<file path="src/rtl/pastassert_launcher_pkg.sv">
// -----------------------------------------------------------------------------
// pastassert_launcher_pkg
// Shared types and default constants for the PastAssert launch stage.
//   launcher_state_t : FSM states of the launcher
//   done_rec_t       : completion record layout {tag, timeout}, timeout in LSB
//   DEPTH/TAG_W/TIMEOUT : default parameter values for the top
// -----------------------------------------------------------------------------
package pastassert_launcher_pkg;

  localparam int DEPTH   = 4;
  localparam int TAG_W   = 4;
  localparam int TIMEOUT = 64;

  typedef enum logic [1:0] {
    IDLE      = 2'd0,
    WAIT_BUSY = 2'd1,
    WAIT_DONE = 2'd2,
    REPORT    = 2'd3
  } launcher_state_t;

  typedef struct packed {
    logic [TAG_W-1:0] tag;
    logic             timeout;
  } done_rec_t;

endpackage

</file>
<file path="src/rtl/pastassert_launcher_tag_fifo.sv">
// -----------------------------------------------------------------------------
// tag_fifo
// Synchronous DEPTH x TAG_W FIFO holding queued request tags.
//   clk_i, rst_ni : clock, asynchronous active-low reset
//   push_i/data_i : write request and data (ignored while full)
//   pop_i/data_o  : read request (ignored while empty), head-of-queue data
//   full_o/empty_o: occupancy flags
//   count_o       : number of stored entries
// -----------------------------------------------------------------------------
module tag_fifo #(
  parameter int DEPTH = 4,
  parameter int TAG_W = 4
) (
  input  logic                       clk_i,
  input  logic                       rst_ni,
  input  logic                       push_i,
  input  logic [TAG_W-1:0]           data_i,
  input  logic                       pop_i,
  output logic [TAG_W-1:0]           data_o,
  output logic                       full_o,
  output logic                       empty_o,
  output logic [$clog2(DEPTH+1)-1:0] count_o
);

  localparam int PW = $clog2(DEPTH);
  localparam int CW = $clog2(DEPTH+1);

  localparam logic [PW-1:0] PTR_ONE  = PW'(1);
  localparam logic [CW-1:0] CNT_ONE  = CW'(1);
  localparam logic [CW-1:0] CNT_FULL = CW'(DEPTH);

  logic [TAG_W-1:0] mem_q [DEPTH];
  logic [PW-1:0]    wr_ptr_q;
  logic [PW-1:0]    rd_ptr_q;
  logic [CW-1:0]    count_q;
  logic             push_ok_s;
  logic             pop_ok_s;

  assign full_o    = (count_q == CNT_FULL);
  assign empty_o   = (count_q == {CW{1'b0}});
  assign count_o   = count_q;
  assign data_o    = mem_q[rd_ptr_q];
  // A full FIFO refuses a push even when a pop happens in the same cycle.
  assign push_ok_s = push_i && !full_o;
  assign pop_ok_s  = pop_i && !empty_o;

  // Storage array and pointers; power-of-two depth lets pointers wrap naturally.
  always_ff @(posedge clk_i or negedge rst_ni) begin
    if (!rst_ni) begin
      for (int i = 0; i < DEPTH; i++) begin
        mem_q[i] <= {TAG_W{1'b0}};
      end
      wr_ptr_q <= {PW{1'b0}};
      rd_ptr_q <= {PW{1'b0}};
    end else begin
      if (push_ok_s) begin
        mem_q[wr_ptr_q] <= data_i;
        wr_ptr_q        <= wr_ptr_q + PTR_ONE;
      end
      if (pop_ok_s) begin
        rd_ptr_q <= rd_ptr_q + PTR_ONE;
      end
    end
  end

  // Occupancy counter; simultaneous push and pop leaves it unchanged.
  always_ff @(posedge clk_i or negedge rst_ni) begin
    if (!rst_ni) begin
      count_q <= {CW{1'b0}};
    end else begin
      case ({push_ok_s, pop_ok_s})
        2'b10:   count_q <= count_q + CNT_ONE;
        2'b01:   count_q <= count_q - CNT_ONE;
        default: count_q <= count_q;
      endcase
    end
  end

endmodule

</file>
<file path="src/rtl/pastassert_launcher.sv">
// -----------------------------------------------------------------------------
// pastassert_launcher
// Launch stage for the PastAssert countdown block. Queues tagged start
// requests, fires one startSignal per request when the countdown block is
// idle, follows busy through the countdown and emits one completion record
// {tag, timeout} per request.
//   CLK, nRST                    : clock, asynchronous active-low reset
//   req__ENA/req_v/req__RDY      : request enqueue handshake and tag
//   startSignal__ENA/__RDY       : start pulse / countdown block idle
//   busy, busy__RDY              : countdown status and its valid
//   done__ENA/done_v/done__RDY   : completion record handshake
//   pending                      : request FIFO occupancy
// -----------------------------------------------------------------------------
module pastassert_launcher #(
  parameter int DEPTH   = pastassert_launcher_pkg::DEPTH,
  parameter int TAG_W   = pastassert_launcher_pkg::TAG_W,
  parameter int TIMEOUT = pastassert_launcher_pkg::TIMEOUT
) (
  input  logic                       CLK,
  input  logic                       nRST,
  input  logic                       req__ENA,
  input  logic [TAG_W-1:0]           req_v,
  output logic                       req__RDY,
  output logic                       startSignal__ENA,
  input  logic                       startSignal__RDY,
  input  logic                       busy,
  input  logic                       busy__RDY,
  output logic                       done__ENA,
  output logic [TAG_W:0]             done_v,
  input  logic                       done__RDY,
  output logic [$clog2(DEPTH+1)-1:0] pending
);

  import pastassert_launcher_pkg::*;

  localparam int TW = $clog2(TIMEOUT);

  localparam logic [TW-1:0] TIMER_ONE = TW'(1);
  localparam logic [TW-1:0] TIMER_MAX = {TW{1'b1}};
  // The timer value that, once incremented, reaches TIMEOUT-1; leaving on it
  // puts the record in REPORT exactly TIMEOUT cycles after the issue cycle.
  localparam logic [TW-1:0] TIMER_LAST = TW'(TIMEOUT - 2);

  launcher_state_t              state_q;
  logic [TW-1:0]                timer_q;
  logic [TW-1:0]                timer_d;
  logic [TAG_W-1:0]             cur_tag_q;
  logic                         to_flag_q;

  logic                         fifo_full_s;
  logic                         fifo_empty_s;
  logic [TAG_W-1:0]             fifo_tag_s;
  logic [$clog2(DEPTH+1)-1:0]   fifo_count_s;
  logic                         fire_s;
  logic                         timeout_hit_s;
  logic                         busy_rise_s;
  logic                         busy_fall_s;

  tag_fifo #(
    .DEPTH (DEPTH),
    .TAG_W (TAG_W)
  ) u_tag_fifo (
    .clk_i   (CLK),
    .rst_ni  (nRST),
    .push_i  (req__ENA),
    .data_i  (req_v),
    .pop_i   (fire_s),
    .data_o  (fifo_tag_s),
    .full_o  (fifo_full_s),
    .empty_o (fifo_empty_s),
    .count_o (fifo_count_s)
  );

  assign req__RDY = !fifo_full_s;
  assign pending  = fifo_count_s;

  // Issue only from IDLE; the FIFO is never bypassed, so a fresh push waits a cycle.
  assign fire_s = (state_q == IDLE) && !fifo_empty_s && startSignal__RDY && busy__RDY;
  assign startSignal__ENA = fire_s;

  assign busy_rise_s   = busy__RDY && busy;
  assign busy_fall_s   = busy__RDY && !busy;
  // >= keeps the timeout reachable even if the timer has already saturated.
  assign timeout_hit_s = (timer_q >= TIMER_LAST);

  assign done__ENA = (state_q == REPORT) && done__RDY;
  assign done_v    = (state_q == REPORT) ? {cur_tag_q, to_flag_q} : {(TAG_W+1){1'b0}};

  // Saturating timer increment.
  always_comb begin
    timer_d = timer_q;
    if (timer_q == TIMER_MAX) begin
      timer_d = timer_q;
    end else begin
      timer_d = timer_q + TIMER_ONE;
    end
  end

  // Launcher FSM with timer, current tag and timeout flag.
  always_ff @(posedge CLK or negedge nRST) begin
    if (!nRST) begin
      state_q   <= IDLE;
      timer_q   <= {TW{1'b0}};
      cur_tag_q <= {TAG_W{1'b0}};
      to_flag_q <= 1'b0;
    end else begin
      case (state_q)
        IDLE: begin
          if (fire_s) begin
            state_q   <= WAIT_BUSY;
            timer_q   <= {TW{1'b0}};
            cur_tag_q <= fifo_tag_s;
            to_flag_q <= 1'b0;
          end
        end
        WAIT_BUSY: begin
          timer_q <= timer_d;
          if (timeout_hit_s) begin
            state_q   <= REPORT;
            to_flag_q <= 1'b1;
          end else if (busy_rise_s) begin
            state_q <= WAIT_DONE;
          end
        end
        WAIT_DONE: begin
          timer_q <= timer_d;
          // A completion seen in the timeout cycle still counts as completion.
          if (busy_fall_s) begin
            state_q   <= REPORT;
            to_flag_q <= 1'b0;
          end else if (timeout_hit_s) begin
            state_q   <= REPORT;
            to_flag_q <= 1'b1;
          end
        end
        REPORT: begin
          if (done__RDY) begin
            state_q <= IDLE;
          end
        end
        default: begin
          state_q <= IDLE;
        end
      endcase
    end
  end

endmodule

</file>
<file path="config.mk">
export PLATFORM = sky130hd
export DESIGN_NAME = pastassert_launcher
export DESIGN_NICKNAME = d
export VERILOG_FILES = /design/src/rtl/pastassert_launcher_pkg.sv /design/src/rtl/pastassert_launcher_tag_fifo.sv /design/src/rtl/pastassert_launcher.sv
export SDC_FILE = /design/constraint.sdc
export NUM_CORES = 1
export LEC_CHECK = 0
export CAP_MARGIN = 10
export CORE_MARGIN = 2
export CORE_UTILIZATION = 53
export CTS_BUF_LIST = sky130_fd_sc_hd__clkbuf_8
export DETAILED_ROUTE_END_ITERATION = 12
export GPL_TIMING_DRIVEN = 0
export PLACE_DENSITY = 0.82
export SLEW_MARGIN = 5
export SYNTH_ARGS = -nofsm -noshare
export SYNTH_HDL_FRONTEND = slang
export SYNTH_SLANG_ARGS = --single-unit
</file>
<file path="constraint.sdc">
create_clock -name CLK -period 1.81 [get_ports CLK]
set_input_delay 0.362 -clock CLK [delete_from_list [all_inputs] [get_ports CLK]]
set_output_delay 0.362 -clock CLK [all_outputs]
set_load 0.05 [all_outputs]
</file>
=== Word-level counts from Yosys, hierarchy flattened ===
Cells that the tools add are included.

* Logic and storage cells: 78
* Output and inout port bits: 11
* Register bits: 36
* Bits of input ports: 11

* Reductions and logical operators: 22
* $add $sub $neg: 5
* Mux-type cells: 22
* Bitwise logic cells: 2
* Order comparisons: 4
* Equal/unequal tests: 12

{| class="wikitable"
|+ Operators with widths
! operator !! count
|-
| bitwise mux 16 bit || 1
|-
| two-way mux 2 bit || 6
|-
| two-way mux 4 bit || 3
|-
| two-way mux 6 bit || 2
|-
| one-hot mux 6 bit (2 select lines) || 1
|-
| logical AND 1 bit || 9
|-
| binary-select mux 4 bit (select 2 bit) || 1
|-
| demux 4 bit (select 2 bit) || 1
|-
| one-hot mux 2 bit (4 select lines) || 1
|-
| adder 6 x 1 -> 6 bit (second input constant) || 1
|-
| equality test 2 bit (second input constant) || 3
|-
| equality test 6 bit (second input constant) || 1
|-
| greater-or-equal comparator 3 bit (second input constant) || 2
|-
| greater-or-equal comparator 6 bit (second input constant) || 1
|-
| inequality test 3 bit (second input constant) || 2
|-
| NOT 2 -> 3 bit || 2
|-
| one-hot mux 3 bit (2 select lines) || 1
|-
| two-way mux 5 bit || 1
|-
| adder 2 x 1 -> 2 bit (second input constant) || 2
|-
| equality test 2 x 1 -> 1 bit (second input constant) || 2
|-
| inequality test 2 bit (second input constant) || 2
|-
| AND reduction 2 bit || 2
|-
| AND reduction 4 bit || 1
|-
| nonzero test 2 bit || 2
|-
| other kinds (13) || 17
|}

=== Logic depth before layout (Yosys ltp) ===
Gate-level depths: netlist of run 1.

* Word-level depth: 8
* Gate-level depth with buffers: 10

=== Modules after synthesis ===
A second synthesis of run 1 with hierarchy kept.

* Cell total of the unflattened synthesis: 174
* Area total of the unflattened synthesis: 1961.9 µm²

{| class="wikitable"
|+ Modules (own cells, without submodules)
! module !! times used !! area each (µm²) !! sequential area each (µm²) !! cells each
|-
| tag_fifo || 1 || 1104.8 || 575.6 || 77
|-
| pastassert_launcher || 1 || 857.1 || 325.3 || 97
|}

=== Least setup slack after synthesis of run 1 ===
Ideal clock, no wire load.

* Path kind: register -> register
* Start: register u_tag_fifo.count_q[1], in the netlist u_tag_fifo.count_o[1]
* End: register u_tag_fifo.count_q[2], in the netlist u_tag_fifo.count_o[2]
* Setup time: 152 ps
* Required time: 1658 ps
* Path buffers: 0
* Stages on the path, launching flop included: 10
* Clock period less this slack: 2183 ps
* Arrival time: 2031 ps
* Slack: -373 ps
* Path through: dfrtp_1 nor2_2 a21boi_4 inv_1 ha_1 inv_1 fa_1 xor2_1 nor2_1 xor2_1

* Word-level cells in the longest chain between the ends: 8
* Elaborated cells between the ends (all ways): 15

{| class="wikitable"
|+ RTL lines
! item !! line !! RTL
|-
| from (decl) || pastassert_launcher_tag_fifo.sv:35 || <nowiki>logic [CW-1:0] count_q;</nowiki>
|-
| from (signal assigned) || pastassert_launcher_tag_fifo.sv:69 || <nowiki>count_q <= {CW{1'b0}};</nowiki>
|-
| from (signal assigned) || pastassert_launcher_tag_fifo.sv:72 || <nowiki>2'b10: count_q <= count_q + CNT_ONE;</nowiki>
|-
| from (signal assigned) || pastassert_launcher_tag_fifo.sv:73 || <nowiki>2'b01: count_q <= count_q - CNT_ONE;</nowiki>
|-
| logical NOT 3 bit || pastassert_launcher_tag_fifo.sv:40 || <nowiki>assign empty_o = (count_q == {CW{1'b0}});</nowiki>
|-
| logical NOT 1 bit || pastassert_launcher_tag_fifo.sv:45, pastassert_launcher.sv:78 ||
|-
| logical AND 1 bit (3 in series) || pastassert_launcher.sv:78 || <nowiki>assign fire_s = (state_q == IDLE) && !fifo_empty_s && startSignal__RDY && busy__RDY;</nowiki>
|-
| logical AND 1 bit || pastassert_launcher_tag_fifo.sv:45 || <nowiki>assign pop_ok_s = pop_i && !empty_o;</nowiki>
|-
| equality test 2 x 1 -> 1 bit or equality test 2 bit (tied branches) || pastassert_launcher_tag_fifo.sv:71 || <nowiki>case ({push_ok_s, pop_ok_s})</nowiki>
|-
| one-hot mux 3 bit (2 select lines) or nonzero test 2 bit (tied branches) || n/a ||
|}

Several ways; a longest one is shown, not always the timed one.
A chain may end at the register's enable or synchronous reset.

=== Worst setup path after layout of run 1 ===
* Start: register u_tag_fifo.count_q[1], in the netlist u_tag_fifo.count_o[1]
* End: register u_tag_fifo.count_q[2], in the netlist u_tag_fifo.count_o[2]

* Word-level cells in the longest chain between the ends: 8
* Elaborated cells between the ends (all ways): 15

{| class="wikitable"
|+ RTL lines
! item !! line !! RTL
|-
| logical NOT 3 bit * || pastassert_launcher_tag_fifo.sv:40 ||
|-
| logical NOT 1 bit * || pastassert_launcher_tag_fifo.sv:45, pastassert_launcher.sv:78 ||
|-
| logical AND 1 bit (3 in series) || pastassert_launcher.sv:78 ||
|-
| logical AND 1 bit * || pastassert_launcher_tag_fifo.sv:45 ||
|-
| via u_tag_fifo.pop_ok_s || pastassert_launcher_tag_fifo.sv:37 || <nowiki>logic pop_ok_s;</nowiki>
|-
| equality test 2 x 1 -> 1 bit or equality test 2 bit (tied branches) || pastassert_launcher_tag_fifo.sv:71 ||
|-
| one-hot mux 3 bit (2 select lines) or nonzero test 2 bit (tied branches) || n/a ||
|}

The timed path passes the listed nets; every way through them passes the cells marked *.

==> flow_metrics.env, run 1 <==
export IMPL_status="finished, violations left"
export IMPL_violations="setup timing"
export IMPL_placementRows=22
export IMPL_area_delta_synth_final_pct=27.5
export IMPL_netSwitchingFraction=0.418
export IMPL_seqCellArea_um2=905
export IMPL_yosysSeqAreaShare=0.438
export IMPL_syn_nets=190
export IMPL_cp_slowest_cell="dfrtp_2"
export IMPL_path_cells="o311ai_4 -> nor2_4 -> ha_4 -> buf_4 -> buf_4 -> xor2_1 -> nor2_1 -> xor2_1"
export IMPL_p_clk_frac=0.126
export IMPL_post_drt_wl_per_cell_um=17.8
export IMPL_max_freq_mhz=535
export IMPL_rsz0062_at_grt="true"
export IMPL_place_congestion=0.819
export IMPL_fp_dieArea_mm2=0.00440
export IMPL_grt_overflow=0
export IMPL_fin_crit_sh=1.03
export IMPL_syn_inst=165
export IMPL_r2r_end="u_tag_fifo.count_o[2]$_DFFE_PN0P_"
export IMPL_clockBufferDepth=2
export IMPL_ys_types=44
export IMPL_synthesis_area_mm2=0.00206
export IMPL_synth_area_top_cells="dfrtp_1 (44%), mux2_4 (12%), ha_1 (7.9%)"
export IMPL_place_inst=234
export IMPL_synthArstFlopShare=1.00
export IMPL_synth_seq_cells=36
export IMPL_power_density_mw_per_mm2=1890
export IMPL_coreArea_mm2=0.00369
export IMPL_avgSynthCellArea_um2=12.5
export IMPL_synth_top_flop_cell="dfrtp_1"
export IMPL_clockRootBuffer="clkbuf_8"
export IMPL_die_h_um=66.3
export IMPL_cp_start_kind="register"
export IMPL_insertedDiodeCount=0
export IMPL_die_w_um=66.3
export IMPL_viasPerCell=5.75
export IMPL_cts_buffers=5
export IMPL_reg2reg_depth=8
export IMPL_synth_most_common_cell="dfrtp_1"
export IMPL_ant_nets=0
export IMPL_tns_ns=-0.151
export IMPL_total_power_uw=4960
export IMPL_hold_viol=0
export IMPL_critPathArrivalTime_ns=2.08
export IMPL_numPortBuffers=21
export IMPL_io_pins=22
export IMPL_multiInputGateArea_mm2=0.00118
export IMPL_seqPwrFrac=0.299
export IMPL_reg2reg_from="u_tag_fifo.count_o[1]$_DFFE_PN0P_"
export IMPL_start_util=0.558
export IMPL_critPathRequiredTime_ns=2.02
export IMPL_antenna_found_initial=0
export IMPL_cts_clk_slew_worst_paths_ns=0.07
export IMPL_hold_slack_ns=0.159
export IMPL_switchingPower_uw=2070
export IMPL_firstDrtPassIters=4
export IMPL_reg2reg_slack_ns=-0.06
export IMPL_critical_path_class="register to register"
export IMPL_fillerInstances=236
export IMPL_crit_family="flip-flops"
export IMPL_yosysWarnings=0
export IMPL_dp_slack_ns=-0.827
export IMPL_setup_violations=5
export IMPL_crit_buf_inv=2
export IMPL_htree_levels=2
export IMPL_routed_wl_um=4550
export IMPL_slew_headroom=0.460
export IMPL_cts_sink_count=36
export IMPL_power_frac_comb=0.575
export IMPL_layout_drive_gt1_share=0.423
export IMPL_worst_setup_path_end_kind="register"
export IMPL_grt_pass1_wl_um=7400
export IMPL_ctsHoldBuffers=0
export IMPL_maxCapViolCount=0
export IMPL_clock_latency_ns=0.29
export IMPL_layout_setup_ws_ns=-0.0578
export IMPL_ir_worst_vdd_uv=911
export IMPL_final_cells=256
export IMPL_maxSlewViolCount=0
export IMPL_track_usage=0.228
export IMPL_cpPeakStageDelay_ns=0.46
export IMPL_tritoncts="yes"
export IMPL_dp_hpwl_um=2980
export IMPL_drt_initial_drc_count=123
export IMPL_route_detailed_drc=0
export IMPL_hp_class="primary input to async pin"
export IMPL_skew_ns=0.00556
export IMPL_p_int_uw=2880
export IMPL_worst_pin_slew_ns=0.810
export IMPL_min_period_ns=1.87
export IMPL_synthTopCellsByCount="dfrtp_1 (36), mux2_4 (16), ha_1 (13)"
export IMPL_yosysTopAreaCellShare=0.438
export IMPL_yosysTopAreaCell="dfrtp_1"
export IMPL_grt_max_degree=37
export IMPL_final_nets=233
export IMPL_grt_pass1_vias=1526
export IMPL_num_vias=1471
export IMPL_leakagePower_uw=0.00124
export IMPL_crit_path_max_fanout=5
export IMPL_synth_edff_count=0
-- stage by stage --
stage          instance area, µm²  utilization
3_5_place_dp                 2340        0.634
5_1_grt                      2620        0.711
6_report                     2620        0.711
3_3_place_gp                 2340        0.635
4_1_cts                      2510        0.680
2_1_floorplan                2070            -
-- cell families after synthesis --
| group | after synthesis | synth area share |
|---|---|---|
| mux | 26 | 0.192 |
| flops | 36 | 0.438 |
| simple gates | 45 | 0.129 |
| compound gates | 24 | 0.0973 |
| buf+inv | 14 | 0.0298 |
| fa+ha+maj | 14 | 0.0888 |
| xor+xnor | 6 | 0.0255 |
-- final cells by class --
type | instances | share of cell area
plain buffers | 2 | 0.00334
clock buffers | 7 | 0.0367
inverters | 11 | 0.0167
multi-input cells | 115 | 0.450
flip-flops and latches | 36 | 0.345
well taps | 48 | 0.0229
repair buffers | 37 | 0.126
-- power by group through the flow --
stage	combinational (µW)	clock [µW]	sequential, µW
after global routing	3050	659	1530
after CTS	2620	625	1470
after global placement	2290	0	1490
final	2850	622	1480
after floorplan	1760	0	1550
after detailed placement	2420	0	1530
-- worst max path at each step --
stage / from / endpoint / slack [ns] / cells past startpoint
after floorplan: u_tag_fifo.count_o[1]$_DFFE_PN0P_ / u_tag_fifo.count_o[2]$_DFFE_PN0P_ / -0.14 / 9
after global placement: busy__RDY / startSignal__ENA / -0.81 / 4
after detailed placement: busy__RDY / startSignal__ENA / -0.83 / 4
after CTS: u_tag_fifo.count_o[0]$_DFFE_PN0P_ / u_tag_fifo.count_o[2]$_DFFE_PN0P_ / -0.05 / 8
after global routing: u_tag_fifo.count_o[1]$_DFFE_PN0P_ / u_tag_fifo.count_o[2]$_DFFE_PN0P_ / -0.14 / 8
final: u_tag_fifo.count_o[1]$_DFFE_PN0P_ / u_tag_fifo.count_o[2]$_DFFE_PN0P_ / -0.06 / 8
-- sequential cells by signal (all words and copies together) (netlist names) --
| signal | cells |
|---|---|
| to_flag_q | 1 |
| timer_q | 6 |
| state_q | 2 |
| u_tag_fifo.rd_ptr_q | 2 |
| cur_tag_q | 4 |
| u_tag_fifo.wr_ptr_q | 2 |
| u_tag_fifo.mem_q | 16 |
| u_tag_fifo.count_o | 3 |
-- metal layers --
metal	vias to the layer above	routed length, µm	track usage
met1	737	1860	0.283
met4	0	84	0.0689
met2	57	2360	0.391
met3	9	244	0.0562
met5	-	0	0
li1	668	-	-
-- repair_timing --
item / in CTS / in global routing
endpoints found under the setup margin: 19 / 16
setup buffers: 12 / 4
pin swaps: 7 / 8
gates resized for setup: 51 / 34
-- cells in the final DEF, fill, tap and decap left out, drive strengths merged, types with 3 or more instances in the layout --
cell	instances
dlygate4sd2	5
clkbuf	9
inv	11
mux4	4
nand2	13
buf	25
xnor2	3
mux2	20
clkdlybuf4s50	7
nand3	3
nand3b	3
o31ai	3
ha	13
nor2	11
xor2	3
and2	7
o21ai	5
dfrtp	36
Power figures use the tool's default switching activity.
==> run 2: changes to the inputs <==
--- a/config.mk
+++ b/config.mk
@@ -16,3 +16,4 @@
 export SYNTH_ARGS = -nofsm -noshare
 export SYNTH_HDL_FRONTEND = slang
 export SYNTH_SLANG_ARGS = --single-unit
+export TNS_END_PERCENT = 100
==> results of run 2 <==
Same layout as run 1: the final DEF is identical, and so are final timing and power.
==> run 3: changes to the inputs <==
--- a/config.mk
+++ b/config.mk
@@ -7,11 +7,11 @@
 export LEC_CHECK = 0
 export CAP_MARGIN = 10
 export CORE_MARGIN = 2
-export CORE_UTILIZATION = 53
+export CORE_UTILIZATION = 58
 export CTS_BUF_LIST = sky130_fd_sc_hd__clkbuf_8
 export DETAILED_ROUTE_END_ITERATION = 12
 export GPL_TIMING_DRIVEN = 0
-export PLACE_DENSITY = 0.82
+export PLACE_DENSITY = 0.86
 export SLEW_MARGIN = 5
 export SYNTH_ARGS = -nofsm -noshare
 export SYNTH_HDL_FRONTEND = slang
==> constraint.sdc (replaced) <==
create_clock -name CLK -period 2.11 [get_ports CLK]
set_input_delay 0.422 -clock CLK [delete_from_list [all_inputs] [get_ports CLK]]
set_output_delay 0.422 -clock CLK [all_outputs]
set_load 0.05 [all_outputs]
==> run 3 against run 2 <==
Against the previous run: the run now ends clean; register-to-register slack improved by 0.14 ns; non-clock buffer count decreased by 7; cell count decreased by 3.1%; clock skew about the same; largest power group unchanged; highest routed layer unchanged.
==> flow_metrics.env, run 3 (synthesis results as in run 1) <==
export IMPL_status="finished clean"
export IMPL_fin_crit_sh=0.965
export IMPL_coreArea_mm2=0.00336
export IMPL_cp_slowest_cell="dfrtp_1"
export IMPL_placementRows=21
export IMPL_grt_pass1_vias=1509
export IMPL_post_drt_wl_per_cell_um=18.2
export IMPL_final_cell_mix="dfrtp_1 (33), mux2_4 (16), ha_1 (11)"
export IMPL_final_area_mm2=0.00252
export IMPL_cts_buffers=5
export IMPL_drt_initial_drc_count=104
export IMPL_clockBufferDepth=2
export IMPL_start_util=0.612
export IMPL_hold_viol=0
export IMPL_num_vias=1399
export IMPL_maxCapViolCount=0
export IMPL_worst_setup_path_end_kind="primary output"
export IMPL_fillerInstances=223
export IMPL_max_freq_mhz=491
export IMPL_crit_path_max_fanout=7
export IMPL_largest_register_ffs=16
export IMPL_slew_headroom=0.454
export IMPL_die_w_um=63.6
export IMPL_numPortBuffers=21
export IMPL_ir_worst_vdd_uv=1070
export IMPL_crit_family="buffers and inverters"
export IMPL_dpl_cell_area_mm2=0.00232
export IMPL_tritoncts="yes"
export IMPL_route_detailed_drc=0
export IMPL_grt_max_degree=37
export IMPL_hold_slack_ns=0.222
export IMPL_tns_ns=0
export IMPL_antenna_found_initial=0
export IMPL_fp_dieArea_mm2=0.00404
export IMPL_cpPeakStageDelay_ns=0.39
export IMPL_cp_start_kind="register"
export IMPL_critical_path_class="register to primary output"
export IMPL_place_congestion=0.788
export IMPL_cts_sink_count=36
export IMPL_track_usage=0.238
export IMPL_final_common_cell="dfrtp_1"
export IMPL_dp_hpwl_um=2840
export IMPL_final_nets=226
export IMPL_firstDrtPassIters=4
export IMPL_top_register="u_tag_fifo.mem_q"
export IMPL_worst_pin_slew_ns=0.820
export IMPL_min_period_ns=2.04
export IMPL_clockRootBuffer="clkbuf_8"
export IMPL_clock_latency_ns=0.29
export IMPL_crit_buf_inv=2
export IMPL_setup_violations=0
export IMPL_hp_class="primary input to async pin"
export IMPL_io_pins=22
export IMPL_routed_wl_um=4510
export IMPL_grt_overflow=0
export IMPL_grt_pass1_wl_um=7370
export IMPL_power_density_mw_per_mm2=1640
export IMPL_reg_largest_list="u_tag_fifo.mem_q: 16 flops, timer_q: 6 flops, cur_tag_q: 4 flops"
export IMPL_path_cells="buf_4 -> ha_1 -> and2_1 -> clkdlybuf4s15_2"
export IMPL_layout_drive_gt1_share=0.337
export IMPL_insertedDiodeCount=0
export IMPL_maxSlewViolCount=0
export IMPL_viasPerCell=5.64
export IMPL_htree_levels=2
export IMPL_skew_ns=0.00534
export IMPL_critPathArrivalTime_ns=1.61
export IMPL_cts_clk_slew_worst_paths_ns=0.07
export IMPL_utilization=0.750
export IMPL_area_delta_synth_final_pct=22.6
export IMPL_die_h_um=63.6
export IMPL_leakagePower_uw=0.00118
export IMPL_ant_nets=0
export IMPL_critPathRequiredTime_ns=1.69
-- run 3: cell types whose count changed in the layout (fill, tap and decap cells not counted), sizes merged, moves of 3 or more --
cell           before  now
clkbuf              9    6
clkdlybuf4s15       0    6
clkdlybuf4s50       7   10
buf                25   12
dlygate4sd2         5    2
-- run 3: final timing paths --
path | startpoint | to | slack, ns | cells after the start
setup reg to reg | state_q[1]$_DFFE_PN0P_ | u_tag_fifo.count_o[2]$_DFFE_PN0P_ | 0.08 | 10
hold reg to reg | to_flag_q$_DFFE_PN0P_ | to_flag_q$_DFFE_PN0P_ | 0.50 | 1
setup / recovery | state_q[0]$_DFFE_PN0P_ | done_v[0] | 0.07 | 4
hold / removal | nRST | u_tag_fifo.mem_q[1]$_DFFE_PN0P_ | 0.22 | 1
min in group CLK | to_flag_q$_DFFE_PN0P_ | to_flag_q$_DFFE_PN0P_ | 0.50 | 1
max in group asynchronous | nRST | u_tag_fifo.count_o[1]$_DFFE_PN0P_ | 1.32 | 1
-- run 3: repair_timing --
item	4_1_cts	5_1_grt
hold buffers	0	0
setup endpoints to repair	9	3
buffers inserted	3	5
gates resized for setup	30	6
endpoints found under the hold margin	0	0
pin swaps	0	3
-- run 3: cell type report --
class | count | area [µm²] | area share
clock buffer | 5 | 68.8 | 0.0273
buffer | 3 | 20.0 | 0.00793
inverter | 11 | 41.3 | 0.0164
tap | 46 | 57.6 | 0.0228
clock inverter | 3 | 38.8 | 0.0154
sequential | 36 | 905 | 0.358
multi-input combinational | 115 | 1120 | 0.443
timing repair buffer | 29 | 274 | 0.109
-- run 3: worst reg2reg max path: cells and delay by family, from the launching register on --
family	cells	cell delay, ns
buffers and inverters	3	0.25
adder cells (fa/ha/maj)	3	0.75
AND/OR/NAND/NOR	2	0.23
XOR/XNOR	2	0.31
flip-flops	1	0.42
-- run 3: power by group --
group          total [µW]  leakage [µW]  switching [µW]  internal [µW]
Combinational        2270      0.000685            1220           1050
Sequential           1280      0.000437             267           1020
Clock                 599     0.0000593             253            346
-- run 3: layer usage --
layer  wire length (µm)  track usage
met2               2340        0.405
met1               1910        0.299
met5                  0            0
met3                166       0.0464
met4                 93       0.0870
-- run 3: per-stage QoR --
step           total power, µW  instances  setup slack, ns
6_report                  4150        248           0.0733
5_1_grt                   4390        248          -0.0155
4_1_cts                   4000        243         0.000240
3_5_place_dp              3330        232           -0.680
3_3_place_gp              3200        232           -0.643
2_1_floorplan             2820        165            0.112
